File: config.mk
export PLATFORM = sky130hd
export DESIGN_NAME = tt_um_ram
export DESIGN_NICKNAME = d
export VERILOG_FILES = /design/src/rtl/tt_um_ram_pkg.sv /design/src/rtl/tt_um_ram_array.sv /design/src/rtl/tt_um_ram.sv
export SDC_FILE = /design/constraint.sdc
export NUM_CORES = 1
export LEC_CHECK = 0
export CAP_MARGIN = 20
export CORE_MARGIN = 5
export CORE_UTILIZATION = 55
export CTS_BUF_LIST = sky130_fd_sc_hd__clkbuf_8
export DETAILED_ROUTE_END_ITERATION = 16
export DONT_BUFFER_PORTS = 1
export GPL_ROUTABILITY_DRIVEN = 0
export PLACE_DENSITY = 0.7
export SLEW_MARGIN = 10
export SYNTH_ARGS = -nofsm -noshare
export SYNTH_HDL_FRONTEND = slang
export SYNTH_SLANG_ARGS = --single-unit
File: constraint.sdc
create_clock -name clk -period 4.55 [get_ports clk]
set_input_delay 0.455 -clock clk [delete_from_list [all_inputs] [get_ports clk]]
set_output_delay 0.455 -clock clk [all_outputs]
set_load 0.05 [all_outputs]
File: src/rtl/tt_um_ram_pkg.sv
// Shared constants and types for the tt_um_ram byte RAM macro.
package tt_um_ram_pkg;

   localparam int unsigned ADDR_W_DEFAULT = 6;
   localparam int unsigned DATA_W         = 8;

   // Bit positions within ui_in
   localparam int unsigned ADDR_LSB = 0;
   localparam int unsigned WE_BIT   = 6;
   localparam int unsigned RE_BIT   = 7;

   typedef logic [DATA_W-1:0] data_t;

endpackage

File: src/rtl/tt_um_ram_array.sv
// Single-port synchronous byte storage with a write-first registered read port.
// Optional macro RAM_RESET_CLEAR_EN: reset also zeroes every stored word.
module ram_array
   import tt_um_ram_pkg::*;
#(
   parameter int unsigned ADDR_W = ADDR_W_DEFAULT
) (
   input  logic              clk,
   input  logic              rst,
   input  logic              en,
   input  logic              we,
   input  logic              re,
   input  logic [ADDR_W-1:0] addr,
   input  data_t             din,
   output data_t             dout
);

   localparam int unsigned Depth = 2 ** ADDR_W;

   data_t mem_q [Depth];
   data_t dout_q;
   data_t dout_d;

   // Read data selection: same-cycle write forwards the new byte
   always_comb begin
      dout_d = dout_q;
      if (en && re) begin
         dout_d = we ? din : mem_q[addr];
      end
   end

   // Read data register; reset wins over enable
   always_ff @(posedge clk) begin
      if (rst) begin
         dout_q <= '0;
      end else begin
         dout_q <= dout_d;
      end
   end

`ifdef RAM_RESET_CLEAR_EN
   // Storage with reset clearing every word
   always_ff @(posedge clk) begin
      if (rst) begin
         for (int i = 0; i < Depth; i++) begin
            mem_q[i] <= '0;
         end
      end else if (en && we) begin
         mem_q[addr] <= din;
      end
   end
`else
   // Reset-free storage; reset only blocks the write
   always_ff @(posedge clk) begin
      if (!rst && en && we) begin
         mem_q[addr] <= din;
      end
   end
`endif

   assign dout = dout_q;

endmodule

File: src/rtl/tt_um_ram.sv
// TinyTapeout wrapper around ram_array: pin mapping and constant ties only.
// Optional macro RAM_RESET_CLEAR_EN (handled inside ram_array).
// Note: rst_n is active-high here (reset when rst_n=1), sampled on clk.
module tt_um_ram
   import tt_um_ram_pkg::*;
#(
   parameter int unsigned ADDR_W = ADDR_W_DEFAULT
) (
   input  logic              clk,
   input  logic              rst_n,
   input  logic              ena,
   input  logic [DATA_W-1:0] ui_in,
   input  logic [DATA_W-1:0] uio_in,
   output logic [DATA_W-1:0] uo_out,
   output logic [DATA_W-1:0] uio_out,
   output logic [DATA_W-1:0] uio_oe
);

   data_t dout;

   ram_array #(
      .ADDR_W (ADDR_W)
   ) u_ram_array (
      .clk  (clk),
      .rst  (rst_n),
      .en   (ena),
      .we   (ui_in[WE_BIT]),
      .re   (ui_in[RE_BIT]),
      .addr (ui_in[ADDR_LSB +: ADDR_W]),
      .din  (uio_in),
      .dout (dout)
   );

   assign uo_out  = dout;
   // Bidirectional pins are used purely as inputs
   assign uio_out = '0;
   assign uio_oe  = '0;

endmodule

==> flow_summary.ini, run 1 <==
[floorplanning]
dieArea_sq_um = 41500
dieHeight_um = 204
die_width_um = 204
num_rows = 71
initial_core_util = 0.553
core-area_sq_um = 37300
num_io_pins = 43

[logic_synthesis]
yosys.cell_types.count = 56
synth_edf_count = 512
synth_fa_ha_area_frac = 0
yosys.area.top_type = edfxtp_1
yosysTopAreaCellShare = 0.745
avgSynthCellArea_sq_um = 18.0
yosys.area_share.simple = 0.0414
synthArstFlopShare = 0
ys_ff_latch = 520
netlist_area_sq_um = 20600
synth_compound_area_frac = 0.0773
yosysSeqAreaShare = 0.753
synth-xor-area-share = 0
synth_top_family_by_area = multiplexers
synth.area.mux_share = 0.101
synth.area.top_cells = edfxtp_1 (75%), mux4_2 (5.7%), mux2_2 (2.6%), a221oi_1 (2.5%), nor2_1 (1.6%)
synth_flop_cell = edfxtp_1
synth_cells = 1149
synth.yosys.warnings = 0

[clock_tree]
clk-insertion-delay-late_ns = 0.63
cts_resized = 0
root_buffer = clkbuf_8
clk_pin_slew_ns = 0.06
clock_sinks = 520
htree_levels = 3
tritoncts = yes
cts_max_path_buffers = 3
post_cts_buffers = 0
hold_buffers = 9
numCtsBuffers = 80

[timing]
finalHoldViolCount = 0
finalSetupTns_ns = 0
clock.fmax_ghz = 0.445
fin_crit_sh = 0.494
final_max_slew_viol_count = 0
slew_headroom = 0.203
min_period_ns = 2.25
worstMarginPinSlew_ns = 1.20
layout_setup_ws_ns = 2.30
grt_setup_unrepaired = false
skew_ns = 0.0293
setup_violations = 0
hold_ws_ns = 0.124

[power_and_ir_drop]
switching_power_w = 0.00213
power.density_nw_per_um2 = 416
clockPowerShare = 0.384
leakagePower_nw = 7.12
finalPower_w = 0.00937
seq_power_share = 0.565
combPwrFrac = 0.051
peakVddDrop_mv = 0.336
switching_share = 0.227
p_int_w = 0.00725

[placement]
detailed_place_hpwl_mm = 30.1
dp_cells = 1557
portBuffers = 0
place_ws_ns = 1.78

[cells_and_area]
drive_gt1_frac = 0.183
fill_cells = 2708
finalNonFillerCells = 1713
final_cell_mix = edfxtp_1 (512), nor2_1 (88), clkbuf_8 (83)
area.growth.synth_to_final_pct = 9.08
nets = 1193
final_common_cell = edfxtp_1

[drt]
drt_wl_total_mm = 53.5
routed_via_density = 6.75
ant_nets = 0
via_count = 11600
routedWlPerCell_um = 31.3
drtIter0Drc = 1719
dr.pass1.iters = 6
drc = 0

[flow_run]
drv_cap = 0

[grt]
grt_pass1_vias = 11400
grt_max_degree = 141
grt_overflow_total = 0
grt_antenna_before_repair = 1
grt_use_total = 0.257
grt_pass1_wl_mm = 77.6

[critical_path]
critPathLaunchType = primary input
slowest_stage = nor2_1
worstPathArrival_ns = 2.47
crit_type = in -> reg
path_cells = and3b_1 > nand3_1 > nor2_1
crit_fanout = 11
cp-end-kind = flop
required_ns = 4.78
critPathMaxStageDelay_ns = 0.88

[run_status]
status = finished clean

[hold_path]
min_path_type = in -> reg
metrics by stage:
step            util  cell area [sq um]
2_1_floorplan      -              20700
6_report       0.603              22500
5_1_grt        0.603              22500
4_1_cts        0.603              22500
3_3_place_gp   0.558              20800
3_5_place_dp   0.558              20800
synthesized netlist by cell type, types with 8 or more instances:
library cell / instances
a22oi_1: 33
nor3_1: 11
mux2_2: 48
buf_4: 28
mux4_2: 52
a221oi_1: 58
a221o_1: 8
nand2_1: 33
edfxtp_1: 512
dfxtp_1: 8
a21oi_1: 25
mux2i_1: 32
o22ai_1: 18
nor2_1: 89
nand3_1: 19
o21ai_0: 19
clkbuf_1: 26
buf_2: 30
routing by layer:
metal  wire, um  part of all wire  up-vias  GRT usage
li1           -                 -     4745          -
met1      20300              0.38     5837      0.360
met2      24500              0.46      833      0.387
met3       6600              0.12      149     0.0768
met4       2180             0.041        0      0.101
met5          0                 0        -    0.00119
layout make-up:
class	instances	area [sq um]	area share
well taps	474	593	0.0264
diodes	2	5.00	0.000222
clock buffers	83	1140	0.0508
flip-flops and latches	520	15500	0.690
multi-input cells	549	4590	0.204
repair buffers	20	313	0.0139
inverters	3	11.3	0.000500
clock inverters	62	310	0.0138
state kept, by name, indices dropped and copies added (netlist names):
| name | flops |
|---|---|
| u_ram_array.mem_q | 512 |
| u_ram_array.dout | 8 |
final timing paths:
path | from | to | slack (ns) | cells after the start
worst max register to register | u_ram_array.mem_q[5][0] | u_ram_array.dout[0] | 2.44 | 6
worst min-delay path | uio_in[0] | u_ram_array.dout[0] | 0.12 | 2
worst min register to register | u_ram_array.mem_q[1][5] | u_ram_array.dout[5] | 0.64 | 3
worst max-delay path | rst_n | u_ram_array.mem_q[14][2] | 2.30 | 3
kinds of logic (layout without fill, tap and decap cells):
logic type             count (synthesis)  count (layout)
and+or+nand+nor                      188             188
DFF                                  520             520
muxes                                135             135
AOI/OAI and AO/OA                    210             210
other                                  1              18
buffers and inverters                 95             168
power groups by stage:
| stage | Clock (W) | Combinational, W | Sequential (W) |
|---|---|---|---|
| after global placement | 0 | 0.000362 | 0.00540 |
| final | 0.00360 | 0.000478 | 0.00530 |
| after global routing | 0.00387 | 0.000495 | 0.00529 |
| after CTS | 0.00361 | 0.000468 | 0.00530 |
| after floorplan | 0 | 0.000331 | 0.00539 |
| after detailed placement | 0 | 0.000364 | 0.00540 |
worst max-delay path: cells and delay by family:
| family | cells | cell delay (ns) |
|---|---|---|
| and+or+nand+nor | 3 | 2.01 |
(Power assumes the default switching activity.)
==> run 2, diff against run 1 <==
==> constraint.sdc (replaced) <==
create_clock -name clk -period 2.1 [get_ports clk]
set_input_delay 0.21 -clock clk [delete_from_list [all_inputs] [get_ports clk]]
set_output_delay 0.21 -clock clk [all_outputs]
set_load 0.05 [all_outputs]
==> run 2 against run 1 <==
Net effect:
- worst hold slack worse by 0.058 ns
- clock power grew 110%
- sequential power rose by 120%
- non-clock buffer count grew 147
- largest cell class unchanged
- die area unchanged
- final cell count increased by 8.1%
- clock skew grew 0.0031 ns
- register-to-register slack worse by 2.4 ns
==> flow_summary.ini, run 2 (synthesized netlist as in run 1, its figures left out) <==
[drt]
drt_wl_total_mm = 55.2
drtIter0Drc = 1739
ant_nets = 0
routed_via_density = 6.60
drc = 0
routedWlPerCell_um = 29.8
dr.pass1.iters = 6
via_count = 12200

[hold_path]
min_path_cells = 4
min_path_type = in -> reg

[power_and_ir_drop]
power.density_nw_per_um2 = 850
switching_share = 0.223
leakagePower_nw = 7.90
p_int_w = 0.0156
switching_power_w = 0.00450
combPwrFrac = 0.060
clockPowerShare = 0.371
seq_power_share = 0.569
finalPower_w = 0.0201
peakVddDrop_mv = 0.689

[floorplanning]
num_io_pins = 43
core-area_sq_um = 37300
dieArea_sq_um = 41500
initial_core_util = 0.553
die_width_um = 204
dieHeight_um = 204
num_rows = 71

[cells_and_area]
fill_cells = 2618
regMostFlops = u_ram_array.mem_q
area.growth.synth_to_final_pct = 14.8
utilization = 0.634
final_cell_mix = edfxtp_1 (512), buf_4 (137), nor2_1 (88)
largest_reg_flops = 512
finalNonFillerCells = 1851
drive_gt1_frac = 0.259
nets = 1341
seqCellArea_sq_um = 15500
multi_input_area_sq_um = 4610
final_common_cell = edfxtp_1

[critical_path]
cp-end-kind = flop
critPathLaunchType = primary input
critPathMaxStageDelay_ns = 0.62
slowest_stage = dlygate4sd3_1
worstPathArrival_ns = 2.55
rr_worst_depth = 5
path_common_cell = dlygate4sd3_1
crit_fanout = 6
path_cells = dlygate4sd3_1 > nand2_2 > dlygate4sd3_1 > nand2_1 > nand3_1 > a2111o_1 > nor4_2 > a211oi_1
required_ns = 2.59
crit_type = in -> reg

[clock_tree]
clk_pin_slew_ns = 0.07
htree_levels = 3
clk-insertion-delay-late_ns = 0.63
numCtsBuffers = 81
cts_max_path_buffers = 3
tritoncts = yes
root_buffer = clkbuf_8
clock_sinks = 520

[timing]
finalHoldViolCount = 0
final_max_slew_viol_count = 0
setup_violations = 0
skew_ns = 0.0324
min_period_ns = 2.06
clock.fmax_ghz = 0.486
worstMarginPinSlew_ns = 0.636
fin_crit_sh = 0.981
slew_headroom = 0.576

[grt]
grt_overflow_total = 0
grt_pass1_vias = 12000
grt_max_degree = 141
grt_pass1_wl_mm = 80.9
grt_antenna_before_repair = 2
grt_use_total = 0.267

[placement]
dp_cells = 1689
detailed_place_hpwl_mm = 32.8
portBuffers = 0

[run_status]
status = finished clean

[flow_run]
drv_cap = 0
-- run 2: changes by cell type in the layout (fill, tap and decap cells not counted), sizes merged, moves of 2 or more --
cell / previous run / this run
buf: 19 / 151
bufinv: 2 / 0
clkbuf: 83 / 86
clkinv: 34 / 20
clkinvlp: 3 / 0
dlygate4sd3: 1 / 16
inv: 26 / 34
-- run 2: metrics by stage --
step | area (sq um) | setup slack, ns | hold WS, ns | setup TNS [ns]
global route | 23700 | -0.000874 | 0.0305 | -0.000874
detailed placement | 21900 | -0.0806 | 0.292 | -0.0806
floorplan | 20700 | 0.0771 | 0.309 | 0
finish | 23700 | 0.0407 | 0.0659 | 0
global placement | 21900 | -0.209 | 0.288 | -0.209
CTS | 23600 | 0.0472 | 0.00862 | 0
-- run 2: layout make-up --
class / instances / area share
well taps: 474 / 0.0251
flip-flops and latches: 520 / 0.656
diodes: 1 / 0.000106
inverters: 3 / 0.000476
clock inverters: 51 / 0.00867
multi-input cells: 549 / 0.195
clock buffers: 86 / 0.0500
repair buffers: 167 / 0.0646
-- run 2: layer usage --
| metal | vias to the layer above | part of all wire | global-route usage |
|---|---|---|---|
| li1 | 5037 | - | - |
| met1 | 6182 | 0.38 | 0.374 |
| met2 | 849 | 0.47 | 0.414 |
| met3 | 147 | 0.11 | 0.0644 |
| met4 | 2 | 0.039 | 0.103 |
| met5 | - | 0.00024 | 0 |
-- run 2: worst max-delay path, delay by kind of cell --
family          cells  cell delay [ns]
compound gates      2             0.51
buf+inv             2             1.21
simple gates        4             0.62
-- run 2: timing repair --
item                                   CTS  global route
setup endpoints to repair                0             3
resized for setup                        0             4
endpoints found under the hold margin  520             1
buffers inserted                         0             0
hold buffers                            23             1
-- run 2: power by group through the flow --
| stage | Clock [W] | Sequential [W] | Combinational [W] |
|---|---|---|---|
| 2_1_floorplan | 0 | 0.0117 | 0.000718 |
| 3_3_place_gp | 0 | 0.0117 | 0.000907 |
| 3_5_place_dp | 0 | 0.0117 | 0.000916 |
| 4_1_cts | 0.00758 | 0.0115 | 0.00117 |
| 5_1_grt | 0.00813 | 0.0114 | 0.00124 |
| 6_report | 0.00747 | 0.0115 | 0.00120 |
-- run 2: final timing paths --
path,startpoint,to,slack [ns]
hold / removal,ui_in[0],u_ram_array.dout[2],0.07
setup reg to reg,u_ram_array.mem_q[21][4],u_ram_array.dout[4],0.08
setup / recovery,ui_in[7],u_ram_array.dout[0],0.04
hold reg to reg,u_ram_array.dout[4],u_ram_array.dout[4],0.60
==> run 3, diff against run 2 <==
--- a/config.mk
+++ b/config.mk
@@ -5,14 +5,14 @@
 export SDC_FILE = /design/constraint.sdc
 export NUM_CORES = 1
 export LEC_CHECK = 0
-export CAP_MARGIN = 20
-export CORE_MARGIN = 5
-export CORE_UTILIZATION = 55
+export CELL_PAD_IN_SITES_DETAIL_PLACEMENT = 1
+export CELL_PAD_IN_SITES_GLOBAL_PLACEMENT = 2
+export CORE_UTILIZATION = 51
 export CTS_BUF_LIST = sky130_fd_sc_hd__clkbuf_8
 export DETAILED_ROUTE_END_ITERATION = 16
 export DONT_BUFFER_PORTS = 1
 export GPL_ROUTABILITY_DRIVEN = 0
-export PLACE_DENSITY = 0.7
+export PLACE_DENSITY_LB_ADDON = 0.1
 export SLEW_MARGIN = 10
 export SYNTH_ARGS = -nofsm -noshare
 export SYNTH_HDL_FRONTEND = slang
==> run 3 against run 2 <==
Net effect:
- highest routed layer is now met4
- first-iteration DRC count is 28% lower
- count of clock-buffer cells in the layout is 3 higher
- clock power is 11% higher
- global-route usage is 4.0 points higher
- non-clock buffer count is 6 higher
- final cell count is 3.7% higher
- routed wire length is 11% higher
- sequential power hardly changed
- clock skew is 0.0025 ns lower
==> flow_summary.ini, run 3 (synthesized netlist as in run 1, its figures left out) <==
[timing]
layout_setup_ws_ns = 0.0546
slew_headroom = 0.559
setup_violations = 0
min_period_ns = 2.05
skew_ns = 0.0299
final_max_slew_viol_count = 0
finalSetupTns_ns = 0
grt_setup_unrepaired = false
finalHoldViolCount = 0
clock.fmax_ghz = 0.489
hold_ws_ns = 0.0378
fin_crit_sh = 0.974
worstMarginPinSlew_ns = 0.660

[cells_and_area]
nets = 1351
final_common_cell = edfxtp_1
area.growth.synth_to_final_pct = 16.0
drive_gt1_frac = 0.265
largest_reg_flops = 512
finalNonFillerCells = 1920
regMostFlops = u_ram_array.mem_q
seqCellArea_sq_um = 15500
fill_cells = 3582
multi_input_area_sq_um = 4600
final_cell_mix = edfxtp_1 (512), buf_4 (143), clkbuf_8 (89)

[grt]
grt_use_met2 = 0.478
busiest_layer = met2
grtUsageMet3 = 0.0562
grt_max_degree = 141
grt_use_met1 = 0.434
grt_overflow_total = 0
grt_pass1_vias = 12500
grt_use_total = 0.307
grt_pass1_wl_mm = 88.8
grt_antenna_before_repair = 1

[critical_path]
crit_fanout = 1
critPathLaunchType = flop
required_ns = 2.64
timing.rr.start = u_ram_array.mem_q[61][2]
critPathBufInv = 0
cp.depth = 5
path_cells = mux4_2 > mux2i_1 > o22ai_1 > a211o_1 > o21a_1
rr_worst_depth = 5
crit_type = reg -> reg
slowest_stage = mux4_2
cp-end-kind = flop
worstPathArrival_ns = 2.59
critPathMaxStageDelay_ns = 0.47
path_delay_family = multiplexers
r2r-end = u_ram_array.dout[2]
r2r_setup_slack_ns = 0.05

[power_and_ir_drop]
peakVddDrop_mv = 0.865
power.density_nw_per_um2 = 876
leakagePower_nw = 7.99
finalPower_w = 0.0210

[floorplanning]
num_rows = 73
die_width_um = 203
initial_core_util = 0.518
dieHeight_um = 203
core-area_sq_um = 39800
dieArea_sq_um = 41300
num_io_pins = 43

[placement]
detailed_place_hpwl_mm = 36.2
portBuffers = 0
dp_cells = 1747
place_ws_ns = -0.0194

[clock_tree]
tritoncts = yes
post_cts_buffers = 0
clock_sinks = 520
clk-insertion-delay-late_ns = 0.66
htree_levels = 3
root_buffer = clkbuf_8
cts_max_path_buffers = 3
numCtsBuffers = 85
clk_pin_slew_ns = 0.06

[flow_run]
drv_cap = 0

[drt]
routed_via_density = 6.26
drc = 0
drt_wl_total_mm = 61.0
drtIter0Drc = 1246
ant_nets = 0
via_count = 12000
dr.pass1.iters = 7
routedWlPerCell_um = 31.8

[hold_path]
hold_start = ui_in[7]
hold_end = u_ram_array.dout[2]
min_path_type = in -> reg
min_path_cells = 4

[run_status]
status = finished clean
## run 3: power by group
part / leakage (nW) / internal (W) / switching, W
registers: 4.67 / 0.0114 / 0.0000216
logic: 2.42 / 0.000472 / 0.000771
clock network: 0.902 / 0.00427 / 0.00400
total: 7.99 / 0.0162 / 0.00480
## run 3: worst max path at each step
stage,to,from
after CTS,u_ram_array.dout[4],u_ram_array.mem_q[22][4]
after floorplan,u_ram_array.mem_q[0][0],ui_in[2]
after detailed placement,u_ram_array.dout[6],ui_in[0]
after global placement,u_ram_array.dout[6],ui_in[0]
final,u_ram_array.dout[2],u_ram_array.mem_q[61][2]
after global routing,u_ram_array.dout[4],u_ram_array.mem_q[22][4]
## run 3: metrics by stage
stage                     cell area, sq um  utilization
after detailed placement             22000        0.553
after global routing                 23900        0.601
after floorplan                      20700            -
after global placement               22000        0.553
after CTS                            23900        0.601
final                                23900        0.601
## run 3: worst register-to-register path, stage by stage, from the launching register on
cell and delay [ns]:
edfxtp_1 0.37, mux4_2 0.47, mux2i_1 0.36, o22ai_1 0.25, a211o_1 0.31, o21a_1 0.17
## run 3: final cells by class
class,count,area share
Antenna cell,1,0.000105
Clock buffer,89,0.0512
Clock inverter,60,0.0136
Inverter,3,0.000470
Multi-Input combinational cell,549,0.192
Sequential cell,520,0.649
Tap cell,525,0.0274
Timing Repair Buffer,173,0.0662
## run 3: metal layers
layer	up-vias	part of all wire
met5	-	0
met4	0	0.032
met3	111	0.080
met2	570	0.47
met1	6297	0.42
li1	5050	-
## run 3: repair_timing
action	CTS	global route
endpoints found under the setup margin	0	1
hold buffers	23	0
hold endpoints to repair	520	0
gates resized for setup	0	1
